--- src/rtl/coin_pkg.sv ---
// Shared types for the coin acceptor: token encoding, debounce states, queue depth.
package coin_pkg;
    localparam int FIFO_DEPTH = 4;

    typedef logic tok_t;
    localparam tok_t TOK_HALF = 1'b0;
    localparam tok_t TOK_ONE  = 1'b1;

    typedef enum logic [1:0] {LOW, QUAL_HIGH, HIGH, QUAL_LOW} db_state_t;
endpackage

--- src/rtl/coin_acceptor_if.sv ---
// Sensor inputs, control, and coin pulses of the coin acceptor.
// COIN_TOTAL_EN adds the credit_total signal.
interface coin_acceptor_if;
    logic       coin_half_raw;
    logic       coin_one_raw;
    logic       accept_en;
    logic       hold;
    logic       half;
    logic       one;
    logic       reject;
    logic [2:0] fifo_level;
`ifdef COIN_TOTAL_EN
    logic [7:0] credit_total;

    modport master (output coin_half_raw, coin_one_raw, accept_en, hold,
                    input  half, one, reject, fifo_level, credit_total);
    modport slave  (input  coin_half_raw, coin_one_raw, accept_en, hold,
                    output half, one, reject, fifo_level, credit_total);
`else
    modport master (output coin_half_raw, coin_one_raw, accept_en, hold,
                    input  half, one, reject, fifo_level);
    modport slave  (input  coin_half_raw, coin_one_raw, accept_en, hold,
                    output half, one, reject, fifo_level);
`endif
endinterface

--- src/rtl/coin_debounce.sv ---
// One sensor channel: 2-flop synchroniser, debounce FSM, single-cycle event on a
// qualified rising level.
module coin_debounce
    import coin_pkg::*;
#(
    parameter int DEBOUNCE_CYCLES = 16,
    parameter int DB_W            = 8
) (
    input  logic clk,
    input  logic reset,
    input  logic raw,
    output logic coin_ev
);
    // The cycle that enters a QUAL state already counts as the first stable sample.
    localparam logic [DB_W-1:0] CNT_LAST = DB_W'(DEBOUNCE_CYCLES - 1);

    logic [1:0]      sync;
    logic            s;
    db_state_t       state;
    logic [DB_W-1:0] cnt;

    assign s = sync[1];

    always_ff @(posedge clk or negedge reset) begin
        if (!reset) sync <= '0;
        else        sync <= {sync[0], raw};
    end

    always_ff @(posedge clk or negedge reset) begin
        if (!reset) begin
            state   <= LOW;
            cnt     <= '0;
            coin_ev <= 1'b0;
        end else begin
            coin_ev <= 1'b0;
            case (state)
                LOW: if (s) begin
                    state <= QUAL_HIGH;
                    cnt   <= DB_W'(1);
                end
                QUAL_HIGH: begin
                    if (!s) state <= LOW;
                    else if (cnt == CNT_LAST) begin
                        state   <= HIGH;
                        coin_ev <= 1'b1;
                    end else cnt <= cnt + 1'b1;
                end
                HIGH: if (!s) begin
                    state <= QUAL_LOW;
                    cnt   <= DB_W'(1);
                end
                QUAL_LOW: begin
                    if (s) state <= HIGH;
                    else if (cnt == CNT_LAST) state <= LOW;
                    else cnt <= cnt + 1'b1;
                end
                default: state <= LOW;
            endcase
        end
    end
endmodule

--- src/rtl/coin_acceptor.sv ---
// Coin acceptor top: two debounced sensors feed a 4-token FIFO popped into
// half/one pulses. Optional COIN_TOTAL_EN adds a saturating credit_total.
module coin_acceptor
    import coin_pkg::*;
#(
    parameter int DEBOUNCE_CYCLES = 16,
    parameter int DB_W            = 8
) (
    input  logic            clk,
    input  logic            reset,
    coin_acceptor_if.slave  bus
);
    localparam logic [2:0] FULL = 3'(FIFO_DEPTH);

    logic                  ev_half, ev_one;
    logic                  pend_one;
    logic [FIFO_DEPTH-1:0] fifo;
    logic [1:0]            wr_ptr, rd_ptr;
    logic [2:0]            level;
    logic                  half_q, one_q, reject_q;
    logic                  push_vld, pop, accept;
    tok_t                  push_tok;

    coin_debounce #(.DEBOUNCE_CYCLES(DEBOUNCE_CYCLES), .DB_W(DB_W)) u_db_half (
        .clk(clk), .reset(reset), .raw(bus.coin_half_raw), .coin_ev(ev_half));
    coin_debounce #(.DEBOUNCE_CYCLES(DEBOUNCE_CYCLES), .DB_W(DB_W)) u_db_one (
        .clk(clk), .reset(reset), .raw(bus.coin_one_raw), .coin_ev(ev_one));

    // A deferred one-coin wins the push slot; otherwise half beats one.
    always_comb begin
        push_vld = pend_one | ev_half | ev_one;
        push_tok = (pend_one || !ev_half) ? TOK_ONE : TOK_HALF;
        pop      = (level != 3'd0) && !bus.hold;
        accept   = push_vld && bus.accept_en && (level != FULL || pop);
    end

    always_ff @(posedge clk or negedge reset) begin
        if (!reset) begin
            pend_one <= 1'b0;
            fifo     <= '0;
            wr_ptr   <= '0;
            rd_ptr   <= '0;
            level    <= '0;
            half_q   <= 1'b0;
            one_q    <= 1'b0;
            reject_q <= 1'b0;
        end else begin
            pend_one <= !pend_one && ev_half && ev_one;
            if (accept) begin
                fifo[wr_ptr] <= push_tok;
                wr_ptr       <= wr_ptr + 2'd1;
            end
            if (pop) rd_ptr <= rd_ptr + 2'd1;
            level    <= level + 3'(accept) - 3'(pop);
            half_q   <= pop && (fifo[rd_ptr] == TOK_HALF);
            one_q    <= pop && (fifo[rd_ptr] == TOK_ONE);
            reject_q <= push_vld && !accept;
        end
    end

    assign bus.half       = half_q;
    assign bus.one        = one_q;
    assign bus.reject     = reject_q;
    assign bus.fifo_level = level;

`ifdef COIN_TOTAL_EN
    logic [7:0] credit;
    logic [8:0] credit_sum;

    assign credit_sum = {1'b0, credit} + ((push_tok == TOK_ONE) ? 9'd2 : 9'd1);

    always_ff @(posedge clk or negedge reset) begin
        if (!reset)      credit <= '0;
        else if (accept) credit <= credit_sum[8] ? 8'd255 : credit_sum[7:0];
    end

    assign bus.credit_total = credit;
`endif
endmodule
--- src/flat_wrapper.sv ---
// flat-port wrapper written by rule: the top's interface ports become plain ports
module coin_acceptor_flat import coin_pkg::*;
#(
    parameter int DEBOUNCE_CYCLES = 16,
    parameter int DB_W            = 8
)
  (clk, reset, bus_coin_half_raw, bus_coin_one_raw, bus_accept_en, bus_hold, bus_half, bus_one, bus_reject, bus_fifo_level);
  coin_acceptor_if bus_i ();
  input  logic clk;
  input  logic reset;
  input wire logic [$bits(bus_i.coin_half_raw)-1:0] bus_coin_half_raw;
  input wire logic [$bits(bus_i.coin_one_raw)-1:0] bus_coin_one_raw;
  input wire logic [$bits(bus_i.accept_en)-1:0] bus_accept_en;
  input wire logic [$bits(bus_i.hold)-1:0] bus_hold;
  output wire logic [$bits(bus_i.half)-1:0] bus_half;
  output wire logic [$bits(bus_i.one)-1:0] bus_one;
  output wire logic [$bits(bus_i.reject)-1:0] bus_reject;
  output wire logic [$bits(bus_i.fifo_level)-1:0] bus_fifo_level;
  assign bus_i.coin_half_raw = bus_coin_half_raw;
  assign bus_i.coin_one_raw = bus_coin_one_raw;
  assign bus_i.accept_en = bus_accept_en;
  assign bus_i.hold = bus_hold;
  assign bus_half = bus_i.half;
  assign bus_one = bus_i.one;
  assign bus_reject = bus_i.reject;
  assign bus_fifo_level = bus_i.fifo_level;
  coin_acceptor #(.DEBOUNCE_CYCLES(DEBOUNCE_CYCLES), .DB_W(DB_W)) u_core (.clk(clk), .reset(reset), .bus(bus_i));
endmodule
--- config.mk ---
export PLATFORM = sky130hd
export DESIGN_NAME = coin_acceptor_flat
export DESIGN_NICKNAME = d
export VERILOG_FILES = /design/src/rtl/coin_pkg.sv /design/src/rtl/coin_acceptor_if.sv /design/src/rtl/coin_debounce.sv /design/src/rtl/coin_acceptor.sv /design/src/flat_wrapper.sv
export SDC_FILE = /design/constraint.sdc
export NUM_CORES = 1
export LEC_CHECK = 0
export ABC_AREA = 1
export ABC_CLOCK_PERIOD_IN_PS = 3000
export CAP_MARGIN = 10
export CORE_MARGIN = 1.5
export CORE_UTILIZATION = 58
export CTS_CLUSTER_DIAMETER = 50
export DETAILED_ROUTE_END_ITERATION = 8
export PLACE_DENSITY = 0.78
export SLEW_MARGIN = 20
export SYNTH_ARGS = -nofsm -noshare
export SYNTH_HDL_FRONTEND = slang
export SYNTH_SLANG_ARGS = --single-unit
--- constraint.sdc ---
create_clock -name clk -period 3 [get_ports clk]
set_clock_uncertainty 0.1 [all_clocks]
set_input_delay 0.6 -clock clk [delete_from_list [all_inputs] [get_ports clk]]
set_output_delay 0.6 -clock clk [all_outputs]
set_load 0.01 [all_outputs]
Word level (Yosys, flattened, before mapping)

Index checks and enable logic that the tools add are counted.

Register bits: 41
Input port bits: 6
Output and inout port bits: 6
Logic and storage cells: 109

Add/subtract/negate cells: 6
$lt $le $gt $ge: 3
Equal/unequal tests: 21
Muxes and demuxes: 38
Bitwise logic cells: 3
Reduce and logical (&&, ||, !) cells: 22

Operators by type and width:

| cell                  | number |
|---|---|
| $mux W8               | 10 |
| $pmux W8 S4           | 2 |
| $mux W2               | 12 |
| $add A8 B1 Y8 const B | 2 |
| $eq A8 B4 Y1 const B  | 2 |
| $ne A2 B2 Y1 const B  | 8 |
| $pmux W2 S4           | 2 |
| $reduce_and A4 Y1     | 4 |
| $ne A3 B3 Y1 const B  | 5 |
| $logic_and A1 B1 Y1   | 9 |
| $mux W1               | 9 |
| $eq A2 B2 Y1 const B  | 4 |
| $lt A2 B3 Y1 const B  | 2 |
| $add A2 B1 Y2 const B | 2 |
| $bwmux W4             | 1 |
| $eq A2 B1 Y1 const B  | 2 |
| $logic_not A1 Y1      | 4 |
| $logic_not A2 Y1      | 2 |
| $add A3 B1 Y3         | 1 |
| $reduce_bool A3 Y1    | 1 |
| $sub A3 B1 Y3         | 1 |
| $bmux W1 S2           | 1 |
| $demux W1 S2          | 1 |
| $ge A2 B1 Y1 const B  | 1 |
| other kinds (3)       | 5 |

Longest topological paths before layout

Depth after elaboration: 6
Mapped depth: 11
Mapped depth without buffers: 11

Modules after synthesis

Synthesis repeated with hierarchy kept, for this count alone.

Cell total of the unflattened synthesis: 249
Area, all modules: 2119.5 sq um

Modules (own cells, without submodules):

| module        | instances | cells each | area each (sq um) | sequential area each (sq um) |
|---|---|---|---|---|
| coin_debounce | 2         | 80         | 655.6             | 325.3 |
| coin_acceptor | 1         | 89         | 808.3             | 375.4 |

Least setup slack after synthesis

Ideal clock, no wire load.

Path type: register -> register
Start: register u_core.level[1] (netlist: u_core.bus.fifo_level[1])
End: register u_core.level[2] (netlist: u_core.bus.fifo_level[2])
Setup time: 129 ps
Data arrival time: 1903 ps
Data required time: 2771 ps
Slack: 868 ps
Cell stages (with the launch flop): 12
Path buffers: 0
Period minus slack after synthesis: 2132 ps
Cells stage by stage: dfrtp_1 > nor2_1 > nand2_1 > nand2_1 > inv_1 > ha_1 > inv_1 > ha_1 > inv_1 > fa_1 > xnor2_1 > xor2_1

Word-level cells in the longest chain between the ends: 6

Ends and longest elaborated chain:

| item                     | RTL line            | source |
|---|---|---|
| start: declaration       | coin_acceptor.sv:19 | `logic [2:0] level;` |
| start signal: assignment | coin_acceptor.sv:54 | `level <= level + 3'(accept) - 3'(pop);` |
| $reduce_bool A3 Y1 (*)   | coin_acceptor.sv:33 | `pop = (level != 3'd0) && !bus.hold;` |
| $logic_and A1 B1 Y1 (*)  | coin_acceptor.sv:33 |  |
| named net u_core.pop     | coin_acceptor.sv:21 | `logic push_vld, pop, accept;` |
| $logic_or A1 B1 Y1       | coin_acceptor.sv:34 | `accept = push_vld && bus.accept_en && (level != FULL \|\| pop);` |
| $logic_and A1 B1 Y1      | coin_acceptor.sv:34 |  |
| $add A3 B1 Y3            | coin_acceptor.sv:54 |  |
| $sub A3 B1 Y3 (*)        | coin_acceptor.sv:54 |  |

The timed path passes the listed nets; every way through them passes the cells marked *.
A chain may end at the register's enable or synchronous reset.

Worst setup path after layout

Start: input port bus_hold
End: register u_core.level[2] (netlist: u_core.bus.fifo_level[2])

Word-level cells in the longest chain between the ends: 6

Ends and longest elaborated chain:

| item                    | RTL line            | source |
|---|---|---|
| start: declaration      | flat_wrapper.sv:14  | `input wire logic [$bits(bus_i.hold)-1:0] bus_hold;` |
| $logic_not A1 Y1 (*)    | coin_acceptor.sv:33 |  |
| $logic_and A1 B1 Y1 (*) | coin_acceptor.sv:33 |  |
| named net u_core.pop    | coin_acceptor.sv:21 |  |
| $logic_or A1 B1 Y1      | coin_acceptor.sv:34 |  |
| $logic_and A1 B1 Y1     | coin_acceptor.sv:34 |  |
| $add A3 B1 Y3           | coin_acceptor.sv:54 |  |
| $sub A3 B1 Y3 (*)       | coin_acceptor.sv:54 |  |

Marked as above.

==> summary.md <==
| Metric | Value |
|---|---|
| Number of global-route vias before repair | `1472` |
| Post-synth EDFFs | `0` |
| Vias per cell | `between 4 and 5` |
| Total power | `1.38 mW` |
| CTS buffer count | `5` |
| Syn avg cell area | `roughly 8.5 um2` |
| Syn Nets | `~260` |
| GP Congestion | `0.802` |
| Synth Instances | `approximately 240` |
| Crit Path Max Fanout | `4` |
| Placed Area | `~2200 um2` |
| Initial antenna violation count | `0` |
| Hold crit path type | `input pin to async pin` |
| IO Pins | `12` |
| Final setup viols | `0` |
| Cts hold-fix bufs | `0` |
| FF-to-FF setup slack | `roughly 800 ps` |
| Main area contributors after synthesis | `dfrtp_1 (50%), nand2_1 (14%), nand3_1 (6.1%)` |
| Reg area | `a little over 1000 um2` |
| Die area | `3900 um2` |
| Max-cap violations | `0` |
| Crit path time final | `2320 ps` |
| CTS clock-pin slew for the worst setup and hold paths | `130 ps` |
| Fill cells | `between 200 and 300` |
| Crit path launch type | `input pin` |
| Max clock buf depth | `2` |
| Fin. max-slew vios | `0` |
| CTS tree | `yes` |
| R2r startpoint | `u_core.bus.fifo_level[1]` |
| Initial detailed-routing violation count | `125` |
| Run status | `finished clean` |
| # resized after CTS | `0` |
| Area occupied by multi-input gates | `~870 um2` |
| Placeable Area | `between 3000 and 4000 um2` |
| Min Hold Slack | `236 ps` |
| Crit path kind | `input pin to flip-flop` |
| WL/cell | `~10 um` |
| Postcts setup bufs | `0` |
| Overflow after GRT | `0` |
| Post-DP HPWL | `2250 um` |
| CTS sink count | `41` |
| CP Capture Type | `flip-flop` |
| Gr usage total | `a little under 20%` |
| Synth area leader | `dfrtp_1` |
| Fmax | `0.431 GHz` |
| Max_slew headroom | `between 40% and 50%` |
| Worst Path Arrival | `approximately 2500 ps` |
| Main flop type after synthesis | `dfrtp_1` |
| Cell Area, Synth | `2050 um2` |
| Power per cell area | `607 nW/um2` |
| R2R Path End | `u_core.bus.fifo_level[2]` |
| Initial Util | `between 60% and 70%` |
| CTS Root Cell | `clkbuf_4` |
| Antenna-violating nets left | `0` |
| Largest net degree at the start of global routing | `42` |
| Diodes inserted | `0` |
| Unrepaired setup endpoints after global routing | `no` |
| Setup_tns | `0 ps` |
| Fin nets | `270` |
| Finished Cell Area | `2270 um2` |
| # port buffers | `11` |
| Setup crit end | `u_core.bus.fifo_level[2]` |
| FFs w/ async S/R, synth | `between 90% and 100%` |
| Sequential area share after synthesis | `roughly half` |
| Pleak | `about 1.1 nW` |
| Slew @ Worst Pin | `856 ps` |
| Worst vdd ir | `approximately 0.35 mV` |
| Synth top area share | `between 50% and 60%` |
| Synth warn | `0` |
| Yosys cell types | `26` |
| Worst-skew pair later-pin latency | `360 ps` |
| Crit path launch | `bus_hold` |
| DRC | `0` |
| Share of cells above drive strength 1 | `approximately 8.2%` |
| Rows | `21` |
| First-pass GRT wire length | `6000 um` |
| Fin crit share | `slightly below 80%` |
| DRT Pass-1 Iters | `4` |
| Die Y-Extent | `around 62 um` |
| #FFs+latches synth | `a little over 40` |
| Layout area overhead | `10.7%` |
| H-tree Lvls | `2` |
| Worst EP required | `between 3000 and 4000 ps` |
| Cell depth of the worst flop-to-flop path | `11` |
| Chip Width | `62.4 um` |
| Final Hold Viols | `0` |
| DR vias | `1485` |
| Final wirelength | `approximately 3100 um` |
cell families after synthesis:
family                   count (synthesis)  share of synthesized area, %
AO/OA/AOI/OAI                           23                          6.35
XOR/XNOR                                 6                          2.57
adder cells (fa/ha/maj)                  9                          5.86
buffers and inverters                   33                          7.39
flip-flops                              41                          50.1
AND/OR/NAND/NOR                        130                          27.7
cell usage after synthesis (all sizes together), types with 2 or more instances:
cell and n:
a21oi 3, buf 5, dfrtp 41, ha 8
inv 28, nand2 78, nand3 28, nor2 19
nor3 2, o21ai 17, o21bai 3, or2 2
xor2 5
layout make-up:
class / count / area share (%)
flip-flops and latches: 41 / 45.3
multi-input cells: 168 / 38.4
repair buffers: 11 / 4.64
inverters: 28 / 4.64
clock inverters: 3 / 2.87
well taps: 46 / 2.54
clock buffers: 5 / 1.66
placed cells by master (no fill, tap or decap), types with 2 or more instances in the layout:
cell type         n
nand2_1          75
dfrtp_1          41
inv_1            27
nand3_1          25
nor2_1           18
o21ai_0          10
clkdlybuf4s50_1  10
ha_1              8
xor2_1            5
o21ai_1           5
clkbuf_4          5
a21oi_1           3
nand3_2           3
o21bai_1          3
nor3_1            2
nand2_2           2
o21ai_2           2
or2_2             2
bufinv_16         2
power breakdown:
part | switching, mW | total [mW] | leakage, nW | internal, mW
Clock | 0.183 | 0.441 | 0.0552 | 0.258
Sequential | 0.0564 | 0.671 | 0.527 | 0.615
Combinational | 0.134 | 0.264 | 0.518 | 0.130
state kept, by name, indices dropped and copies added (netlist names), named ones only:
register / flops
u_core.u_db_one.cnt: 8
u_core.u_db_half.coin_ev: 1
u_core.u_db_one.coin_ev: 1
u_core.bus.one: 1
u_core.u_db_one.state: 1
u_core.pend_one: 1
u_core.u_db_half.cnt: 8
u_core.fifo: 4
u_core.bus.half: 1
u_core.u_db_one.sync: 2
u_core.bus.reject: 1
u_core.u_db_half.state: 1
u_core.u_db_half.sync: 2
u_core.wr_ptr: 2
u_core.bus.fifo_level: 3
u_core.rd_ptr: 2
per-layer routing:
layer	vias up	global-route usage [%]	share of wire (%)
li1	788	-	-
met1	670	24.7	49
met2	22	31.0	46
met3	5	5.77	4.0
met4	0	7.22	1.5
met5	-	0	0
worst max-delay path, cell delays in order:
cell and delay [ps]:
clkdlybuf4s50_1 480, inv_1 50, nand2_1 110, inv_1 70, ha_1 260, inv_1 50
ha_1 130, inv_1 50, fa_1 370, xnor2_1 190, xor2_1 150
worst min-delay path by stage:
| stage | start | end | slack (ps) | depth (start not counted) |
|---|---|---|---|---|
| final | reset | u_core.u_db_half.cnt[3] | 240 | 1 |
| after global routing | u_core.u_db_half.sync[0] | u_core.u_db_half.sync[1] | 280 | 0 |
| after CTS | reset | u_core.bus.fifo_level[2] | 260 | 1 |
| after detailed placement | u_core.u_db_one.sync[0] | u_core.u_db_one.sync[1] | 240 | 0 |
| after global placement | u_core.u_db_one.sync[0] | u_core.u_db_one.sync[1] | 230 | 0 |
| after floorplan | reset | async pin | 200 | 0 |
per-stage QoR:
stage	util, %	setup WS [ps]	instances
floorplan	-	868	242
finish	67.4	681	302
CTS	67.4	681	302
global placement	64.4	338	294
global route	67.4	566	302
detailed placement	64.4	303	294
(Power assumes the default switching activity.)
